**src/rtl/spi_peripheral_if.sv**
```systemverilog
// rtl/spi_peripheral_if.sv - user-side byte stream and frame event bundle for spi_peripheral
//
// Purpose: groups the transmit holding-buffer handshake, the receive strobe and
//          the per-frame event strobes of spi_peripheral.
// Signals:
//   tx_data/tx_valid/tx_ready   next byte to transmit (write when valid && ready)
//   rx_data/rx_valid            received byte, one-cycle strobe
//   write_address               byte index within frame, valid with rx_valid
//   frame_start/frame_end       select assertion / deassertion strobes
//   frame_error                 select deasserted mid-byte
//   tx_underrun                 idle byte substituted for an empty tx buffer
// Modports: master = user logic, slave = the SPI peripheral.
interface spi_peripheral_if #(
  parameter int output_address_length = 24
);
  logic [7:0]                       tx_data;
  logic                             tx_valid;
  logic                             tx_ready;
  logic [7:0]                       rx_data;
  logic                             rx_valid;
  logic [output_address_length-1:0] write_address;
  logic                             frame_start;
  logic                             frame_end;
  logic                             frame_error;
  logic                             tx_underrun;

  modport master (
    output tx_data, tx_valid,
    input  tx_ready, rx_data, rx_valid, write_address,
           frame_start, frame_end, frame_error, tx_underrun
  );

  modport slave (
    input  tx_data, tx_valid,
    output tx_ready, rx_data, rx_valid, write_address,
           frame_start, frame_end, frame_error, tx_underrun
  );
endinterface

```
**src/rtl/spi_peripheral.sv**
```systemverilog
// rtl/spi_peripheral.sv - oversampled SPI mode-0 responder with byte strobes and tx holding buffer
//
// Purpose: SPI target for CPOL=0/CPHA=0. SPI pins are synchronised into clock,
//          received bytes leave as strobes with a per-frame byte index, and
//          transmit bytes come from a one-byte ready/valid holding buffer.
// Ports:
//   clock, reset           system clock, synchronous active-high reset
//   mem_clk, mem_ps        SPI clock (idles low) and active-low select
//   mem_copi               data from the initiator
//   mem_cipo, mem_cipo_oe  data to the initiator and its tristate enable
//   bus                    spi_peripheral_if.slave user-side streams and strobes
module spi_peripheral #(
  parameter int         sync_stages           = 2,
  parameter int         output_address_length = 24,
  parameter logic [7:0] idle_byte             = 8'hff
) (
  input  logic              clock,
  input  logic              reset,
  input  logic              mem_clk,
  input  logic              mem_ps,
  input  logic              mem_copi,
  output logic              mem_cipo,
  output logic              mem_cipo_oe,
  spi_peripheral_if.slave   bus
);

  localparam logic [output_address_length-1:0] addr_one = 1;

  typedef enum logic {IDLE, ACTIVE} state_t;

  state_t state, state_next;

  logic [sync_stages-1:0] clk_sync, ps_sync, copi_sync;
  logic s_clk, s_ps, s_copi;
  logic clk_d, ps_d;
  logic rise, fall, sel_on, sel_off;

  logic [7:0] tx_buf;
  logic       tx_full;
  logic [7:0] shift;
  logic [7:0] rx_shift;
  logic [2:0] bit_count;
  logic       byte_done;
  logic       got_rise;

  logic [7:0]                       rx_data_q;
  logic                             rx_valid_q;
  logic [output_address_length-1:0] waddr;
  logic frame_start_q, frame_end_q, frame_error_q, tx_underrun_q;

  logic do_start, do_end, do_rx, do_fall;

  // Select synchroniser resets to "selected" so a select already low when
  // reset releases produces no sel_on; only a genuine high->low does.
  always_ff @(posedge clock) begin
    if (reset) begin
      clk_sync  <= '0;
      ps_sync   <= '0;
      copi_sync <= '0;
      clk_d     <= 1'b0;
      ps_d      <= 1'b0;
    end else begin
      clk_sync  <= {clk_sync[sync_stages-2:0], mem_clk};
      ps_sync   <= {ps_sync[sync_stages-2:0], mem_ps};
      copi_sync <= {copi_sync[sync_stages-2:0], mem_copi};
      clk_d     <= s_clk;
      ps_d      <= s_ps;
    end
  end

  assign s_clk   = clk_sync[sync_stages-1];
  assign s_ps    = ps_sync[sync_stages-1];
  assign s_copi  = copi_sync[sync_stages-1];
  assign rise    = s_clk & ~clk_d;
  assign fall    = ~s_clk & clk_d;
  assign sel_on  = ~s_ps & ps_d;
  assign sel_off = s_ps & ~ps_d;

  always_ff @(posedge clock) begin
    if (reset) state <= IDLE;
    else       state <= state_next;
  end

  always_comb begin
    state_next = state;
    case (state)
      IDLE:    if (sel_on)  state_next = ACTIVE;
      ACTIVE:  if (sel_off) state_next = IDLE;
      default: state_next = IDLE;
    endcase
  end

  // sel_off wins over a coincident clock edge; falls before the first rise
  // of a frame carry no data and are ignored.
  always_comb begin
    mem_cipo_oe = 1'b0;
    do_start    = 1'b0;
    do_end      = 1'b0;
    do_rx       = 1'b0;
    do_fall     = 1'b0;
    case (state)
      IDLE: do_start = sel_on;
      ACTIVE: begin
        mem_cipo_oe = 1'b1;
        if (sel_off) begin
          do_end = 1'b1;
        end else begin
          do_rx   = rise;
          do_fall = fall & got_rise;
        end
      end
      default: ;
    endcase
  end

  always_ff @(posedge clock) begin
    if (reset) begin
      tx_buf        <= '0;
      tx_full       <= 1'b0;
      shift         <= '0;
      rx_shift      <= '0;
      bit_count     <= '0;
      byte_done     <= 1'b0;
      got_rise      <= 1'b0;
      mem_cipo      <= 1'b0;
      rx_data_q     <= '0;
      rx_valid_q    <= 1'b0;
      waddr         <= '0;
      frame_start_q <= 1'b0;
      frame_end_q   <= 1'b0;
      frame_error_q <= 1'b0;
      tx_underrun_q <= 1'b0;
    end else begin
      rx_valid_q    <= 1'b0;
      frame_start_q <= 1'b0;
      frame_end_q   <= 1'b0;
      frame_error_q <= 1'b0;
      tx_underrun_q <= 1'b0;

      mem_cipo <= shift[7];

      // Address advances in the strobe cycle so rx_valid carries the old index.
      if (rx_valid_q) waddr <= waddr + addr_one;

      // A write needs an empty buffer and a consume a full one, so the two
      // updates of tx_full below never collide.
      if (bus.tx_valid && !tx_full) begin
        tx_buf  <= bus.tx_data;
        tx_full <= 1'b1;
      end

      if (do_start || (do_fall && byte_done)) begin
        if (tx_full) begin
          shift   <= tx_buf;
          tx_full <= 1'b0;
        end else begin
          shift         <= idle_byte;
          tx_underrun_q <= 1'b1;
        end
      end else if (do_fall) begin
        shift <= {shift[6:0], 1'b0};
      end

      if (do_fall) byte_done <= 1'b0;

      if (do_rx) begin
        rx_shift  <= {rx_shift[6:0], s_copi};
        bit_count <= bit_count + 3'd1;
        got_rise  <= 1'b1;
        if (bit_count == 3'd7) begin
          rx_data_q  <= {rx_shift[6:0], s_copi};
          rx_valid_q <= 1'b1;
          byte_done  <= 1'b1;
        end
      end

      if (do_start) begin
        frame_start_q <= 1'b1;
        waddr         <= '0;
        bit_count     <= '0;
        byte_done     <= 1'b0;
        got_rise      <= 1'b0;
      end

      if (do_end) begin
        frame_end_q   <= 1'b1;
        frame_error_q <= (bit_count != 3'd0);
      end
    end
  end

  assign bus.tx_ready      = ~tx_full;
  assign bus.rx_data       = rx_data_q;
  assign bus.rx_valid      = rx_valid_q;
  assign bus.write_address = waddr;
  assign bus.frame_start   = frame_start_q;
  assign bus.frame_end     = frame_end_q;
  assign bus.frame_error   = frame_error_q;
  assign bus.tx_underrun   = tx_underrun_q;

endmodule

```
**src/flat_wrapper.sv**
```systemverilog
// flat-port wrapper written by rule: the top's interface ports become plain ports
module spi_peripheral_flat 
#(
  parameter int         sync_stages           = 2,
  parameter int         output_address_length = 24,
  parameter logic [7:0] idle_byte             = 8'hff
)
  (clock, reset, mem_clk, mem_ps, mem_copi, mem_cipo, mem_cipo_oe, bus_tx_data, bus_tx_valid, bus_tx_ready, bus_rx_data, bus_rx_valid, bus_write_address, bus_frame_start, bus_frame_end, bus_frame_error, bus_tx_underrun);
  spi_peripheral_if #(.output_address_length(output_address_length)) bus_i ();
  input  logic clock;
  input  logic reset;
  input  logic mem_clk;
  input  logic mem_ps;
  input  logic mem_copi;
  output logic mem_cipo;
  output logic mem_cipo_oe;
  input wire logic [$bits(bus_i.tx_data)-1:0] bus_tx_data;
  input wire logic [$bits(bus_i.tx_valid)-1:0] bus_tx_valid;
  output wire logic [$bits(bus_i.tx_ready)-1:0] bus_tx_ready;
  output wire logic [$bits(bus_i.rx_data)-1:0] bus_rx_data;
  output wire logic [$bits(bus_i.rx_valid)-1:0] bus_rx_valid;
  output wire logic [$bits(bus_i.write_address)-1:0] bus_write_address;
  output wire logic [$bits(bus_i.frame_start)-1:0] bus_frame_start;
  output wire logic [$bits(bus_i.frame_end)-1:0] bus_frame_end;
  output wire logic [$bits(bus_i.frame_error)-1:0] bus_frame_error;
  output wire logic [$bits(bus_i.tx_underrun)-1:0] bus_tx_underrun;
  assign bus_i.tx_data = bus_tx_data;
  assign bus_i.tx_valid = bus_tx_valid;
  assign bus_tx_ready = bus_i.tx_ready;
  assign bus_rx_data = bus_i.rx_data;
  assign bus_rx_valid = bus_i.rx_valid;
  assign bus_write_address = bus_i.write_address;
  assign bus_frame_start = bus_i.frame_start;
  assign bus_frame_end = bus_i.frame_end;
  assign bus_frame_error = bus_i.frame_error;
  assign bus_tx_underrun = bus_i.tx_underrun;
  spi_peripheral #(.sync_stages(sync_stages), .output_address_length(output_address_length), .idle_byte(idle_byte)) u_core (.clock(clock), .reset(reset), .mem_clk(mem_clk), .mem_ps(mem_ps), .mem_copi(mem_copi), .mem_cipo(mem_cipo), .mem_cipo_oe(mem_cipo_oe), .bus(bus_i));
endmodule
```
**config.mk**
```make
export PLATFORM = sky130hd
export DESIGN_NAME = spi_peripheral_flat
export DESIGN_NICKNAME = d
export VERILOG_FILES = /design/src/rtl/spi_peripheral_if.sv /design/src/rtl/spi_peripheral.sv /design/src/flat_wrapper.sv
export SDC_FILE = /design/constraint.sdc
export NUM_CORES = 1
export LEC_CHECK = 0
export ABC_AREA = 1
export BUFFER_PORTS_ARGS = -buffer_cell sky130_fd_sc_hd__buf_2
export CAP_MARGIN = 20
export CORE_MARGIN = 4
export CORE_UTILIZATION = 50
export CTS_CLUSTER_SIZE = 10
export DETAILED_ROUTE_END_ITERATION = 8
export PLACE_DENSITY_LB_ADDON = 0.12
export SYNTH_ARGS = -nofsm -noshare
export SYNTH_HDL_FRONTEND = slang
export SYNTH_SLANG_ARGS = --single-unit
export TNS_END_PERCENT = 1
```
**constraint.sdc**
```tcl
create_clock -name clock -period 3.2 [get_ports clock]
set_clock_uncertainty 0.05 [all_clocks]
set_input_delay 0.48 -clock clock [delete_from_list [all_inputs] [get_ports clock]]
set_output_delay 0.48 -clock clock [all_outputs]
set_load 0.02 [all_outputs]
```
== Word level (Yosys, flattened, before mapping) ==
Cells that the tools add are included.
Cells by class
  reductions and logical operators: 11
  eq/ne operators: 1
  bitwise gates (word level): 14
  add/subtract/negate cells: 2
  mux-type cells: 24
Operator list (number)
  $add A24 B1 Y24 const B: 1
  $mux W8: 3
  $mux W1: 20
  $not A1 Y1: 9
  $reduce_or A2 Y1: 4
  $and A1 B1 Y1: 5
  $add A3 B1 Y3 const B: 1
  $eq A3 B3 Y1 const B: 1
  $reduce_bool A3 Y1: 1
  $logic_and A1 B1 Y1: 2
  $pmux W1 S2: 1
  $reduce_and A2 Y1: 1
  $reduce_bool A2 Y1: 1
  $logic_not A1 Y1: 1
  $logic_or A1 B1 Y1: 1
Word-level totals
  register bits after elaboration: 76
  word-level logic and storage cells: 73

== Depth between registers and ports, before layout ==
  word-level depth: 9
  depth in mapped cells: 9
  depth with buffers taken out: 9

== Least setup slack after synthesis ==
No wires, ideal clock.
  path type: reg2reg
  start point: register u_core.waddr[0], in the netlist u_core.bus.write_address[0]
  end point: register u_core.waddr[18], in the netlist u_core.bus.write_address[18]
  clock period less this slack: 1.567 ns
  data required time: 3.033 ns
  library setup time: 0.117 ns
  buffers on the path: 0
  path slack: 1.633 ns
  stages on the path, launching flop included: 9
  data arrival time: 1.400 ns
  path through: dfxtp_1 > ha_1 > nand2_1 > nor2_1 > nand2_1 > nor2_4 > nand3_1 > o21ai_0 > nor2_1
Between the ends
  word-level cells in the longest chain between the ends: 1
Ends and longest elaborated chain
  start, declared: line spi_peripheral.sv:48  | logic [output_address_length-1:0] waddr;
  start signal, assigned: line spi_peripheral.sv:143  | if (rx_valid_q) waddr <= waddr + addr_one;
  $add A24 B1 Y24: line spi_peripheral.sv:143
Every way passes these cells.
A chain may end at the register's enable or synchronous reset.

== Worst setup path in the final report ==
  start point: register u_core.tx_full
  end point: output port bus_tx_ready
Between the ends
  word-level cells in the longest chain between the ends: 1
Ends and longest elaborated chain
  start, declared: line spi_peripheral.sv:39  | logic tx_full;
  start signal, assigned: line spi_peripheral.sv:119  | tx_full <= 1'b0;
  start signal, assigned: line spi_peripheral.sv:149  | tx_full <= 1'b1;
  start signal, assigned: line spi_peripheral.sv:155  | tx_full <= 1'b0;
  $not A1 Y1: line spi_peripheral.sv:192  | assign bus.tx_ready = ~tx_full;
  end, declared: line flat_wrapper.sv:19  | output wire logic [$bits(bus_i.tx_ready)-1:0] bus_tx_ready;
Every way passes these cells.

==> summary.md <==
| Metric | Value |
|---|---|
| Run status | `complete, no violations` |
| Post-synthesis mux area share | `0%` |
| Die area | `7460 um^2` |
| Gr usage total | `17.4%` |
| Clock tree sinks | `76` |
| CP Buf/Inv Count | `2` |
| Routed wire per std cell | `10.8 um` |
| Slew Viols, Final | `0` |
| TritonCTS Buffers | `9` |
| Drc violations | `0` |
| Via density | `4.80` |
| Worst vdd ir | `0.319 mV` |
| Top delay family on crit path | `buffers and inverters` |
| CP max-delay cell | `dfxtp_1` |
| Worst endpoint required time | `2.67 ns` |
| Critical-path cell list | `clkinv_1, buf_2` |
| Post-synthesis adder-cell area fraction | `1.63%` |
| Critical path class | `reg2out` |
| Post-Syn Instances | `414` |
| Area Overhead vs Synth | `17.0%` |
| Worst Setup Start Kind | `flop` |
| Max clock buf depth | `2` |
| Largest family of logic cells by synthesized area | `simple AND/OR/NAND/NOR gates` |
| Hold Vio Cnt, Final | `0` |
| Post-CTS Hold Buffers | `0` |
| Fmax achieved | `588 MHz` |
| Crit. End Element | `output port` |
| Max-cap viol count | `0` |
| Final HPWL DP | `4390 um` |
| Vias | `2634` |
| Synth Cell Area | `3070 um^2` |
| Tcrit/Tclk final | `53.1%` |
| ANT cells | `0` |
| Relative slew slack | `72.7%` |
| Final nets | `489` |
| H-tree Lvls | `3` |
| Post-Layout Cell Count | `549` |
| DP Cell Count | `535` |
| Worst Hold Class | `in2reg` |
| Post-synthesis simple-gate area fraction | `27.8%` |
| Buffers on Ports | `53` |
| Synth Area in XOR/XNOR | `2.00%` |
| PwrDens | `487 nW/um^2` |
| Final setup TNS | `0 ns` |
| Initial antenna violation count | `0` |
| Worst-Skew Late Latency | `0.34 ns` |
| Avg Cell Area, Syn | `7.42 um^2` |
| Clock transition at path regs | `0.07 ns` |
| Largest net degree at the start of global routing | `26` |
| Sequential fraction of the synthesis area | `49.5%` |
| Antenna-violating nets left | `0` |
| Slew @ Worst Pin | `0.410 ns` |
| Syn. warnings | `0` |
| Root Driver | `clkbuf_8` |
| Die Y | `86.4 um` |
| Synthesized Nets | `432` |
| Ports | `54` |
| Placement Setup Slack | `1.20 ns` |
| Count of cell types in the netlist | `30` |
| Static Leak | `1.52 nW` |
| GP Congestion | `0.817` |
| Overflow after GRT | `0` |
| Routed wire length | `5950 um` |
| Most common cell after layout, fill and taps aside | `nor2_1` |
| Layout cell share with drive strength beyond 1 | `17.3%` |
| Cell Rows | `28` |
| Final min period | `1.70 ns` |
| First-pass DRT Iterations | `5` |
| Max Fanout on Critical Path | `10` |
| Setup violators final | `0` |
| FF-to-FF setup slack | `1.56 ns` |
| Vias in the first global route | `2393` |
| Die Wd | `86.4 um` |
| Compound-Gate Fraction of Synth Area | `12.3%` |
| RSZ-0062 raised after global routing | `no` |
| Setup fix buffers added after clock tree synthesis | `0` |
| Cts repair resizes | `0` |
| Iteration-0 DRC Markers | `93` |
| Yosys reg bits | `76` |
| First-pass GRT wire length | `10400 um` |
| Crit-path max cell delay | `0.36 ns` |
| Placeable Area | `5960 um^2` |
| Post-route worst setup slack | `1.50 ns` |
| TritonCTS clock tree | `built` |
| Initial Util | `51.6%` |
| Data arrival time of the worst path | `1.17 ns` |
| Most frequent cells in the layout | `nor2_1 (86), nand2_1 (76), dfxtp_1 (76), buf_2 (53), inv_1 (40)` |
-- flip-flops by register name (all words and copies together) (netlist names), 2 cells and up --
signal	flops
u_core.bus.write_address	24
u_core.bus.rx_data	8
u_core.shift	8
u_core.tx_buf	8
u_core.rx_shift	7
u_core.bit_count	3
u_core.clk_sync	2
u_core.copi_sync	2
u_core.ps_sync	2
-- worst min-delay path: stages --
cell    delay, ns
buf_2        0.07
inv_1        0.03
nor2_1       0.06
-- worst paths after layout --
check / from / to / depth (start not counted)
min reg2reg: u_core.ps_sync[0]$_SDFF_PP0_ / u_core.ps_sync[1]$_SDFF_PP0_ / 2
max reg2reg: u_core.bus.rx_valid$_SDFF_PP0_ / u_core.bus.write_address[19]$_SDFFE_PP0P_ / 6
min: mem_ps / u_core.ps_sync[0]$_SDFF_PP0_ / 3
max: u_core.tx_full$_SDFF_PP0_ / bus_tx_ready / 2
-- cells by family after synthesis --
family                     after synthesis
AOI/OAI and AO/OA                       74
xor gates and xnor gates                 7
adders and majority gates                4
buffers and inverters                   54
DFF                                     76
and+or+nand+nor                        199
-- layout make-up --
class                   instances  area, um^2
clock inverters                 2        35.0
multi-input cells             284        1340
inverters                      45         169
flip-flops and latches         76        1520
fillers                       572        2360
repair buffers                 55         280
well taps                      75        93.8
clock buffers                  12         155
-- layer usage --
layer  GRT usage [%]  vias up  wire length (um)
met2            29.6       50              2770
met1            21.1     1144              2760
met3            4.47        8               335
met5               0        -                 0
li1                -     1432                 -
met4            6.37        0                88
-- cell usage after synthesis, drive strengths merged --
cell type,count,share of area (%)
buf,5,0.85
a21boi,1,0.24
nor2,90,12
inv,44,5.4
o31ai,1,0.24
or2,2,0.41
o21ai,38,6.2
ha,4,1.6
xor2,1,0.29
nand4,2,0.41
xnor2,6,1.7
nor3,9,2.0
clkinv,1,0.12
a31oi,1,0.20
a21oi,33,5.4
nand3b,2,0.49
clkbuf,4,0.49
dfxtp,76,50
nand2,79,10
nand3,15,2.6
-- through the flow --
stage | area [um^2] | hold WS, ns | power [mW] | util [%]
6_report | 3600 | 0.293 | 1.75 | 60.4
5_1_grt | 3600 | 0.282 | 1.83 | 60.4
2_1_floorplan | 3070 | 0.338 | 1.04 | -
3_3_place_gp | 3410 | 0.341 | 1.07 | 57.2
4_1_cts | 3600 | 0.277 | 1.77 | 60.4
3_5_place_dp | 3410 | 0.345 | 1.07 | 57.2
-- power by group --
group	switching [mW]	internal [mW]	leakage [nW]
sequential	0.00814	0.964	0.616
clock	0.315	0.394	0.0983
combinational	0.0468	0.0254	0.806
total	0.370	1.38	1.52
Note: power is estimated with default switching activity, not from simulation.
